**config.mk**
```make
export PLATFORM = sky130hd
export DESIGN_NAME = param_scan_responder_flat
export DESIGN_NICKNAME = d
export VERILOG_FILES = /design/src/rtl/vpi_resp_pkg.sv /design/src/rtl/param_scan_responder_if.sv /design/src/rtl/param_iter_slots.sv /design/src/rtl/param_scan_responder.sv /design/src/flat_wrapper.sv
export SDC_FILE = /design/constraint.sdc
export NUM_CORES = 1
export LEC_CHECK = 0
export CORE_UTILIZATION = 40
export DETAILED_ROUTE_END_ITERATION = 16
export MAX_ROUTING_LAYER = met4
export PLACE_DENSITY = 0.75
export SLEW_MARGIN = 20
export SYNTH_ARGS = -nofsm -noshare
export SYNTH_HDL_FRONTEND = slang
export SYNTH_SLANG_ARGS = --single-unit
```
**constraint.sdc**
```tcl
create_clock -name clk -period 2.44 [get_ports clk]
set_input_delay 0.366 -clock clk [delete_from_list [all_inputs] [get_ports clk]]
set_output_delay 0.366 -clock clk [all_outputs]
set_load 0.01 [all_outputs]
```
**src/rtl/vpi_resp_pkg.sv**
```systemverilog
// vpi_resp_pkg: opcodes, FSM states and handle/type constants shared by the
// parameter scan responder and its iterator slot table.
package vpi_resp_pkg;
    typedef enum logic [1:0] {OP_ITERATE = 2'd0, OP_SCAN = 2'd1, OP_GET = 2'd2, OP_FREE = 2'd3} op_e;
    typedef enum logic [1:0] {ST_IDLE = 2'd0, ST_LOOKUP = 2'd1, ST_RESP = 2'd2} state_e;
    localparam logic [7:0] NULL_HANDLE    = 8'd0;
    localparam logic [7:0] ITER_BASE      = 8'h80;
    localparam logic [7:0] TYPE_PARAMETER = 8'd41;
    localparam logic [7:0] TYPE_ITERATOR  = 8'h7F;
endpackage

```
**src/rtl/param_scan_responder_if.sv**
```systemverilog
// param_scan_responder_if: request/response handshake between scanner (master) and responder (slave).
interface param_scan_responder_if #(parameter int DATA_W = 32);
    logic              req_valid;
    logic              req_ready;
    logic [1:0]        req_op;
    logic [7:0]        req_handle;
    logic              rsp_valid;
    logic              rsp_ready;
    logic [7:0]        rsp_handle;
    logic [7:0]        rsp_type;
    logic [DATA_W-1:0] rsp_value;
    logic              rsp_err;
    modport master (output req_valid, req_op, req_handle, rsp_ready,
                    input  req_ready, rsp_valid, rsp_handle, rsp_type, rsp_value, rsp_err);
    modport slave  (input  req_valid, req_op, req_handle, rsp_ready,
                    output req_ready, rsp_valid, rsp_handle, rsp_type, rsp_value, rsp_err);
endinterface

```
**src/rtl/param_iter_slots.sv**
```systemverilog
// param_iter_slots: iterator slot table (valid bit + saturating 7-bit cursor per slot)
// with lowest-free allocation, lookup, advance and free.
module param_iter_slots #(
    parameter int NUM_PARAMS = 4,
    parameter int MAX_ITERS  = 2
) (
    input  logic       clk,
    input  logic       rst,
    input  logic       alloc_i,
    input  logic       advance_i,
    input  logic       free_i,
    input  logic [2:0] idx_i,
    output logic       full_o,
    output logic [2:0] alloc_idx_o,
    output logic       hit_o,
    output logic [6:0] cursor_o
);
    logic [7:0] valid_q;
    logic [6:0] cursor_q [8];
    always_comb begin
        alloc_idx_o = 3'd0;
        full_o      = 1'b1;
        for (int i = MAX_ITERS - 1; i >= 0; i--) begin
            if (!valid_q[i]) begin
                alloc_idx_o = 3'(i);
                full_o      = 1'b0;
            end
        end
    end
    // slots at or above MAX_ITERS are never allocated, so they never hit
    assign hit_o    = valid_q[idx_i];
    assign cursor_o = cursor_q[idx_i];
    always_ff @(posedge clk or posedge rst) begin
        if (rst) begin
            valid_q <= '0;
            for (int i = 0; i < 8; i++) cursor_q[i] <= '0;
        end else begin
            if (alloc_i) begin
                valid_q[alloc_idx_o]  <= 1'b1;
                cursor_q[alloc_idx_o] <= '0;
            end
            if (advance_i && cursor_q[idx_i] < 7'(NUM_PARAMS)) cursor_q[idx_i] <= cursor_q[idx_i] + 7'd1;
            if (free_i) valid_q[idx_i] <= 1'b0;
        end
    end
endmodule

```
**src/rtl/param_scan_responder.sv**
```systemverilog
// param_scan_responder: answers iterate/scan/get/free requests about a parameterised
// instance's parameters, vpi_iterate/vpi_scan style (null ends a scan and frees the iterator).
module param_scan_responder
    import vpi_resp_pkg::*;
#(
    parameter int NUM_PARAMS = 4,
    parameter int DATA_W     = 32,
    parameter logic [(NUM_PARAMS > 0 ? NUM_PARAMS : 1)*DATA_W-1:0] PARAM_VALUES =
        {{((NUM_PARAMS > 0 ? NUM_PARAMS : 1)*DATA_W-1){1'b0}}, 1'b1},
    parameter int MAX_ITERS  = 2
) (
    input logic clk,
    input logic rst,
    param_scan_responder_if.slave bus
);
    state_e            state_q, state_d;
    op_e               op_q;
    logic [7:0]        handle_q, rsp_handle_q, rsp_handle_d, rsp_type_q, rsp_type_d;
    logic [DATA_W-1:0] rsp_value_q, rsp_value_d, param_val;
    logic              rsp_err_q, rsp_err_d;
    logic              full, hit, alloc, advance, free, lookup, is_iter, is_param, more;
    logic [2:0]        alloc_idx;
    logic [6:0]        cursor;
    param_iter_slots #(.NUM_PARAMS(NUM_PARAMS), .MAX_ITERS(MAX_ITERS)) u_slots (
        .clk(clk), .rst(rst),
        .alloc_i(lookup && alloc), .advance_i(lookup && advance), .free_i(lookup && free),
        .idx_i(handle_q[2:0]),
        .full_o(full), .alloc_idx_o(alloc_idx), .hit_o(hit), .cursor_o(cursor)
    );
    assign lookup    = state_q == ST_LOOKUP;
    assign is_iter   = handle_q[7] && handle_q[6:3] == 4'd0 && int'(handle_q[2:0]) < MAX_ITERS && hit;
    assign is_param  = handle_q != NULL_HANDLE && int'(handle_q) <= NUM_PARAMS;
    assign more      = int'(cursor) < NUM_PARAMS;
    assign param_val = PARAM_VALUES[(is_param ? int'(handle_q) - 1 : 0)*DATA_W +: DATA_W];
    always_comb begin
        rsp_handle_d = NULL_HANDLE;
        rsp_type_d   = 8'd0;
        rsp_value_d  = '0;
        rsp_err_d    = 1'b0;
        alloc        = 1'b0;
        advance      = 1'b0;
        free         = 1'b0;
        case (op_q)
            OP_ITERATE: if (NUM_PARAMS != 0) begin
                alloc        = !full;
                rsp_err_d    = full;
                rsp_handle_d = full ? NULL_HANDLE : ITER_BASE | {5'd0, alloc_idx};
                rsp_type_d   = full ? 8'd0 : TYPE_ITERATOR;
            end
            OP_SCAN: begin
                advance      = is_iter && more;
                free         = is_iter && !more;
                rsp_err_d    = !is_iter;
                rsp_handle_d = advance ? {1'b0, cursor} + 8'd1 : NULL_HANDLE;
                rsp_type_d   = advance ? TYPE_PARAMETER : 8'd0;
            end
            OP_GET: begin
                rsp_err_d    = !is_param;
                rsp_handle_d = is_param ? handle_q : NULL_HANDLE;
                rsp_type_d   = is_param ? TYPE_PARAMETER : 8'd0;
                rsp_value_d  = is_param ? param_val : '0;
            end
            default: begin
                free      = is_iter;
                rsp_err_d = !is_iter;
            end
        endcase
    end
    always_comb
        state_d = state_q == ST_IDLE   ? (bus.req_valid ? ST_LOOKUP : ST_IDLE) :
                  state_q == ST_LOOKUP ? ST_RESP : (bus.rsp_ready ? ST_IDLE : ST_RESP);
    always_ff @(posedge clk or posedge rst) begin
        if (rst) begin
            state_q      <= ST_IDLE;
            op_q         <= OP_ITERATE;
            handle_q     <= '0;
            rsp_handle_q <= '0;
            rsp_type_q   <= '0;
            rsp_value_q  <= '0;
            rsp_err_q    <= 1'b0;
        end else begin
            state_q <= state_d;
            if (bus.req_valid && bus.req_ready) begin
                op_q     <= op_e'(bus.req_op);
                handle_q <= bus.req_handle;
            end
            if (lookup) begin
                rsp_handle_q <= rsp_handle_d;
                rsp_type_q   <= rsp_type_d;
                rsp_value_q  <= rsp_value_d;
                rsp_err_q    <= rsp_err_d;
            end
        end
    end
    assign bus.req_ready  = state_q == ST_IDLE;
    assign bus.rsp_valid  = state_q == ST_RESP;
    assign bus.rsp_handle = rsp_handle_q;
    assign bus.rsp_type   = rsp_type_q;
    assign bus.rsp_value  = rsp_value_q;
    assign bus.rsp_err    = rsp_err_q;
endmodule

```
**src/flat_wrapper.sv**
```systemverilog
// flat-port wrapper written by rule: the top's interface ports become plain ports
module param_scan_responder_flat import vpi_resp_pkg::*;
#(
    parameter int NUM_PARAMS = 4,
    parameter int DATA_W     = 32,
    parameter logic [(NUM_PARAMS > 0 ? NUM_PARAMS : 1)*DATA_W-1:0] PARAM_VALUES =
        {{((NUM_PARAMS > 0 ? NUM_PARAMS : 1)*DATA_W-1){1'b0}}, 1'b1},
    parameter int MAX_ITERS  = 2
)
  (clk, rst, bus_req_valid, bus_req_op, bus_req_handle, bus_rsp_ready, bus_req_ready, bus_rsp_valid, bus_rsp_handle, bus_rsp_type, bus_rsp_value, bus_rsp_err);
  param_scan_responder_if #(.DATA_W(DATA_W)) bus_i ();
  input logic clk;
  input logic rst;
  input wire logic [$bits(bus_i.req_valid)-1:0] bus_req_valid;
  input wire logic [$bits(bus_i.req_op)-1:0] bus_req_op;
  input wire logic [$bits(bus_i.req_handle)-1:0] bus_req_handle;
  input wire logic [$bits(bus_i.rsp_ready)-1:0] bus_rsp_ready;
  output wire logic [$bits(bus_i.req_ready)-1:0] bus_req_ready;
  output wire logic [$bits(bus_i.rsp_valid)-1:0] bus_rsp_valid;
  output wire logic [$bits(bus_i.rsp_handle)-1:0] bus_rsp_handle;
  output wire logic [$bits(bus_i.rsp_type)-1:0] bus_rsp_type;
  output wire logic [$bits(bus_i.rsp_value)-1:0] bus_rsp_value;
  output wire logic [$bits(bus_i.rsp_err)-1:0] bus_rsp_err;
  assign bus_i.req_valid = bus_req_valid;
  assign bus_i.req_op = bus_req_op;
  assign bus_i.req_handle = bus_req_handle;
  assign bus_i.rsp_ready = bus_rsp_ready;
  assign bus_req_ready = bus_i.req_ready;
  assign bus_rsp_valid = bus_i.rsp_valid;
  assign bus_rsp_handle = bus_i.rsp_handle;
  assign bus_rsp_type = bus_i.rsp_type;
  assign bus_rsp_value = bus_i.rsp_value;
  assign bus_rsp_err = bus_i.rsp_err;
  param_scan_responder #(.NUM_PARAMS(NUM_PARAMS), .DATA_W(DATA_W), .PARAM_VALUES(PARAM_VALUES), .MAX_ITERS(MAX_ITERS)) u_core (.clk(clk), .rst(rst), .bus(bus_i));
endmodule
```
# Yosys cells after proc, flatten, opt, wreduce, memory -nomap -nowiden
# Index checks and enable logic that the tools add are counted.
[classes]
n_addsub = 3
n_lt_le_gt_ge = 12
eq_ne = 4
shift = 1
mux = 41
bitwise_logic = 7
reduce_logical = 24
[op_table]
columns = ["op", "count"]
rows = [
  ["$shiftx 128x32->32 const A", 1],
  ["$mux 56", 2],
  ["$mux 32", 2],
  ["$and 56x56->56", 1],
  ["$bwmux 56", 1],
  ["$not 56->56", 1],
  ["$pmux 8 s3", 2],
  ["$demux 7 s3", 2],
  ["$mux 8", 5],
  ["$mux 7", 5],
  ["$mux 27", 1],
  ["$bmux 7 s3", 1],
  ["$logic_and 1x1->1", 15],
  ["$lt 7x3->1 const B", 2],
  ["$mux 6", 2],
  ["$mux 1", 9],
  ["$sub 8x1->9 const B", 1],
  ["$add 7x1->8 const B", 1],
  ["$and 8x8->8", 1],
  ["$ge 4x4->1 const B", 2],
  ["$le 8x3->1 const B", 1],
  ["$lt 3x4->1 const B", 2],
  ["$lt 4x1->1 const B", 2],
  ["$not 3->4", 2],
  ["other kinds (17)", 28],
]
[totals]
ff_bits = 125
inputBits = 14
output_inout_bits = 51
wordCells = 108

# Longest topological paths before layout
[depth]
depth_word = 12
mapped_depth = 10
depth_no_buf = 8

# By module
# From an unflattened synthesis, not the netlist that was laid out.
[unflattened]
hier_cells = 364
area_unflattened_um2 = 4312.9
[by_module_without_submodules]
columns = ["mod", "instances", "cells_each", "area_each_um2", "seq_area_each_um2"]
rows = [
  ["param_iter_slots", 1, 223, 2890.3, 1601.5],
  ["param_scan_responder", 1, 141, 1422.6, 600.6],
]

# Worst setup path before layout
# OpenSTA, ideal clock, no wires.
[synth_timing]
kind = "register to register"
from = "reg u_core.handle_q[2]"
to = "reg u_core.rsp_handle_q[0] (netlist: u_core.bus.rsp_handle[0])"
setup_time_ns = 0.092
t_arrival_ns = 1.860
required_time_ns = 2.348
path_slack_ns = 0.488
path_stages_with_launch = 7
n_path_buf = 0
synth_period_minus_slack_ns = 1.952
cell_sequence = "dfrtp_1 -> mux2_4 -> a222oi_1 -> nand4_1 -> nor4_4 -> nand3_2 -> o31ai_2"
[synth_between]
elab_chain_len = 8
word_cells_on_any_way = 18
classes_between = "add/sub: 1; order compare: 3; mux: 8; bitwise: 1; reduce/logical: 5"
[synth_rtl]
columns = ["item", "line_no", "rtl"]
rows = [
  ["from (decl)", "param_scan_responder.sv:18", "logic [7:0] handle_q, rsp_handle_q, rsp_handle_d, rsp_type_q, rsp_type_d;"],
  ["from (signal assigned)", "param_scan_responder.sv:85", "handle_q <= bus.req_handle;"],
  ["$not 3->4 (implied by the code)", "param_iter_slots.sv:32", "assign cursor_o = cursor_q[idx_i];"],
  ["$bmux 7 s3", "param_iter_slots.sv:32", ""],
  ["$mux 7 (implied by the code) (2 in a row)", "param_iter_slots.sv:32", ""],
  ["$lt 7x3->1", "param_scan_responder.sv:33", "assign more = int'(cursor) < NUM_PARAMS;"],
  ["$logic_and 1x1->1", "param_scan_responder.sv:51", "advance = is_iter && more;"],
  ["$mux 8", "param_scan_responder.sv:54", "rsp_handle_d = advance ? {1'b0, cursor} + 8'd1 : NULL_HANDLE;"],
  ["$pmux 8 s3 (*)", "param_scan_responder.sv:43", "case (op_q)"],
  ["to (signal assigned)", "param_scan_responder.sv:88", "rsp_handle_q <= rsp_handle_d;"],
  ["to (decl)", "param_scan_responder.sv:18", ""],
]
# Mark *: on every way between the ends. The rest lies on a longest branch, timed or not. The select of a mux whose other input is x is not followed.
# A chain may end at the register's enable or synchronous reset.

# Final worst setup path
# Same ends and word-level chain as after synthesis.

==> flow_results.org <==
** Route
- For this run, the detailed router's first-pass iteration total came to 12.
- Routed via count divided by cell count :: 4.875
- For this run, design rule violations remaining after detail routing come to 24.
- Total number of vias :: 2,179
- For this block, the routed nets add up to 6251 µm of wire.
- Violation count after the first detailed-route iteration :: 142
- After detailed routing, the average wire length per cell comes to 13.98 µm.
- Count of antenna-violating nets left after detailed routing :: 0

** Die
- The die covers 0.009545 mm².
- The die is 97.70 µm wide.
- Once the floorplan was initialized, standard cells occupied 41.60% of the core.
- After floorplanning, the core was sized to cover 0.008806 mm².
- Measured along the y axis, the die boundary spans 97.70 µm.
- Number of rows in the core area :: 34
- For this design the top-level I/O count stands at 65.

** Clocking
- TritonCTS built the clock tree.
- Clock-pin slew was measured on the worst setup and hold paths at 0.08 ns.
- Count of buffers added by post-CTS timing repair for setup :: 0
- Sink Count :: 82
- For the worst-skew pair, the clock arrives at the later sink with an insertion delay of 0.35 ns.
- Number of H-tree branching levels :: 3
- Clock tree synthesis selected as its root buffer the cell clkbuf_8.
- Clock buffer depth :: 2
- The number of clock buffers added by TritonCTS is 9.
- Once the clock tree was built, the resizer swapped 0 gates to a different size.
- Number of hold buffers added after cts :: 0

** Logic synthesis
- After technology mapping, the gate count stands at 338.
- Post-Syn Area :: 0.003664 mm²
- Cell accounting for the most synthesized area :: dfrtp_1
- Among all flip-flop cells after synthesis, the most frequent one is dfrtp_1.
- The Yosys step of the flow raised 0 warnings.
- Post-synth top area share :: 56.01%
- Synth Register Bits :: 82
- Async set-reset flop share out of synthesis :: 100.0%
- After synthesis, the netlist uses 47 different library cells.
- In this run the mean area of a mapped cell was 10.84 µm².
- Ranked by total cell area, the synthesized netlist is headed by dfrtp_1, buf_4, clkbuf_1, mux2_2, nand2_1.
- Number of synthesized flops with an enable pin :: 0
- Sequential element share of the synthesized area :: 56.01%

** Layout
- Post-layout instance area :: 0.004038 mm²
- Area added between synthesis and finish :: 10.21%
- Total inserted antenna cells :: 0
- The layout has 776 filler cells.
- Summing all multi-input logic gate instances after layout gives 0.001175 mm².
- In the layout the commonest cells are dfrtp_1, conb_1, clkdlybuf4s50_1, nand2_1, o21ai_0.
- After the last flow step, the layout net total stands at 351.
- Leaving out fill and tap cells, the most frequent cell in the layout is dfrtp_1.
- Layout cell share with drive strength beyond 1 :: 14.45%
- Across the whole layout, storage elements account for 0.002053 mm².

** STA
- The number of pins exceeding their max-slew limit in the final report came to 0.
- Of the available clock period, the critical path in the final layout requires 92.05%.
- Shortest clock period the worst path allows after layout :: 2.246 ns
- At the pin with the least slew margin, the transition time is 0.6235 ns.
- Min setup slack post-route :: 0.1939 ns
- Between clock sinks in the finished design, the worst skew comes to 0.01173 ns.
- Count of final hold-check violations :: 0
- Headroom to the max-slew limit came out at 58.05%.
- Setup repair after global routing left no endpoint under its margin.
- Fmax :: 0.4452 GHz
- Summed negative setup slack over all endpoints :: 0 ns
- Setup violations remaining at the end of the flow were counted as 0.

** Power
- Net switching is 33.23% of the power.
- The internal power of the cells totals 2600 µW.
- Pwr per Cell Area :: 964.2 mW/mm²
- Sequential power share :: 43.0%
- The analysis attributes to cell leakage a power of 0.001929 µW.
- Clock network fraction of total power :: 27.1%
- Combinational share of power :: 29.9%
- IR Drop Worst-Case VDD :: 0.3656 mV
- In this run the power spent charging and discharging nets is 1294 µW.

** Global route
- The via count of the first global-routing pass came to 2,156.
- GRT Util Overall :: 14.92%
- Antenna violations before repair :: 0
- Entering global routing, the biggest net connects 42 pins.
- Global-route wire length before repair :: 10,830 µm
- Summed over all layers, the global routing overflow is 0.

** Run status
- Result of the run :: finished, violations left
- The checks that failed: DRC.

** Placement
- Port bufs :: 32
- RePlAce Congestion :: 0.8924
- Worst slack at placement :: 0.1647 ns
- Estimated wirelength of the detail-placed design :: 4573 µm
- Post-place instance area :: 0.003819 mm²

** Critical path
- Kind of start point of the critical path :: flip-flop
- The worst setup path is captured at a flip-flop.
- In this design, the stage delay of the slowest critical-path cell is 0.46 ns.
- Biggest fanout along the worst timing path :: 18
- Sequence of cells on the critical path :: buf_4 -> and2_2 -> a222oi_1 -> nand4_1 -> nor4_4 -> nand3_2 -> o31ai_2
- The worst setup path is of the flip-flop to flip-flop kind.
- Flop-to-flop setup slack :: 0.19 ns
- STA puts the critical path data required time at 2.71 ns.
- On the critical path, the stage with the largest delay is an instance of dfrtp_1.
- Data on the critical path arrives at its endpoint at 2.51 ns.

** Hold path
- The tightest min-delay check is of the flip-flop to flip-flop type.

** Flow run
- Number of max-capacitance violations reported :: 0
## power by group through the flow
stage,sequential (µW),clock [µW],combinational (µW)
global placement,1690,0,1140
finish,1670,1050,1160
floorplan,1620,0,960
CTS,1670,1090,1170
global route,1700,1150,1280
detailed placement,1700,0,1160
## final timing paths
path	end	cells past startpoint	from
worst min register to register	u_core.u_slots.cursor_q[16]	0	u_core.u_slots.cursor_q[16]
min in group asynchronous	u_core.u_slots.cursor_q[49]	2	rst
worst max register to register	u_core.bus.rsp_handle[0]	7	u_core.handle_q[2]
worst max-delay path	u_core.bus.rsp_handle[0]	7	u_core.handle_q[2]
worst min-delay path	u_core.u_slots.cursor_q[16]	0	u_core.u_slots.cursor_q[16]
max in group asynchronous	u_core.op_q[0]	3	rst
## stage by stage
step | instances | total power [µW] | hold slack, ns | utilization, %
3_3_place_gp | 431 | 2822 | 0.3595 | 43.36
4_1_cts | 447 | 3930 | 0.3797 | 45.84
3_5_place_dp | 431 | 2859 | 0.3622 | 43.36
2_1_floorplan | 369 | 2576 | 0.4221 | -
5_1_grt | 447 | 4128 | 0.3893 | 45.85
6_report | 447 | 3893 | 0.3743 | 45.85
## layout make-up
cell class | count | area share, %
sequential | 82 | 50.85
multi-input combinational | 190 | 29.10
clock inverter | 6 | 2.231
tap | 108 | 3.347
clock buffer | 10 | 3.161
timing repair buffer | 45 | 10.66
inverter | 6 | 0.6508
## routing by layer
metal / global-route usage [%] / share of wire [%]
met1: 19.21 / 48
met2: 22.09 / 45
met3: 4.604 / 5.9
met4: 5.711 / 1.6
met5: - / 0
## state kept, by name, summed over array words and instances, names as in the netlist
register and flops:
u_core.op_q 2, u_core.u_slots.valid_q 2, u_core.bus.rsp_type 2, u_core.u_slots.cursor_q 56
u_core.bus.rsp_handle 8, u_core.state_q 2, u_core.handle_q 8, u_core.bus.rsp_value 1
u_core.bus.rsp_err 1
## cell families (layout without fill, tap and decap cells)
logic type	count (synthesis)	count (layout)	share of synthesized area, %
xor+xnor	2	2	0.4782
fa+ha+maj	3	3	1.025
simple gates	88	88	12.91
other cells	1	32	0.1024
mux	22	22	6.899
flops	82	82	56.01
buf+inv	97	67	15.10
compound gates	43	43	7.480
## critical path: cells and delay by family, from the launching register on
family                 cells  cell delay, ns
AND/OR/NAND/NOR            4            0.95
AO/OA/AOI/OAI              2            0.51
flip-flops                 1            0.46
buffers and inverters      1            0.24
## cell usage after synthesis, types with 7 or more instances
cell,number
dfrtp_1,82
clkbuf_1,46
buf_4,38
nand2_1,26
o21ai_0,14
mux2_2,12
nor2_1,12
and2_1,9
a21oi_1,8
mux2i_1,8
nor2b_1,7
Power figures use the tool's default switching activity.
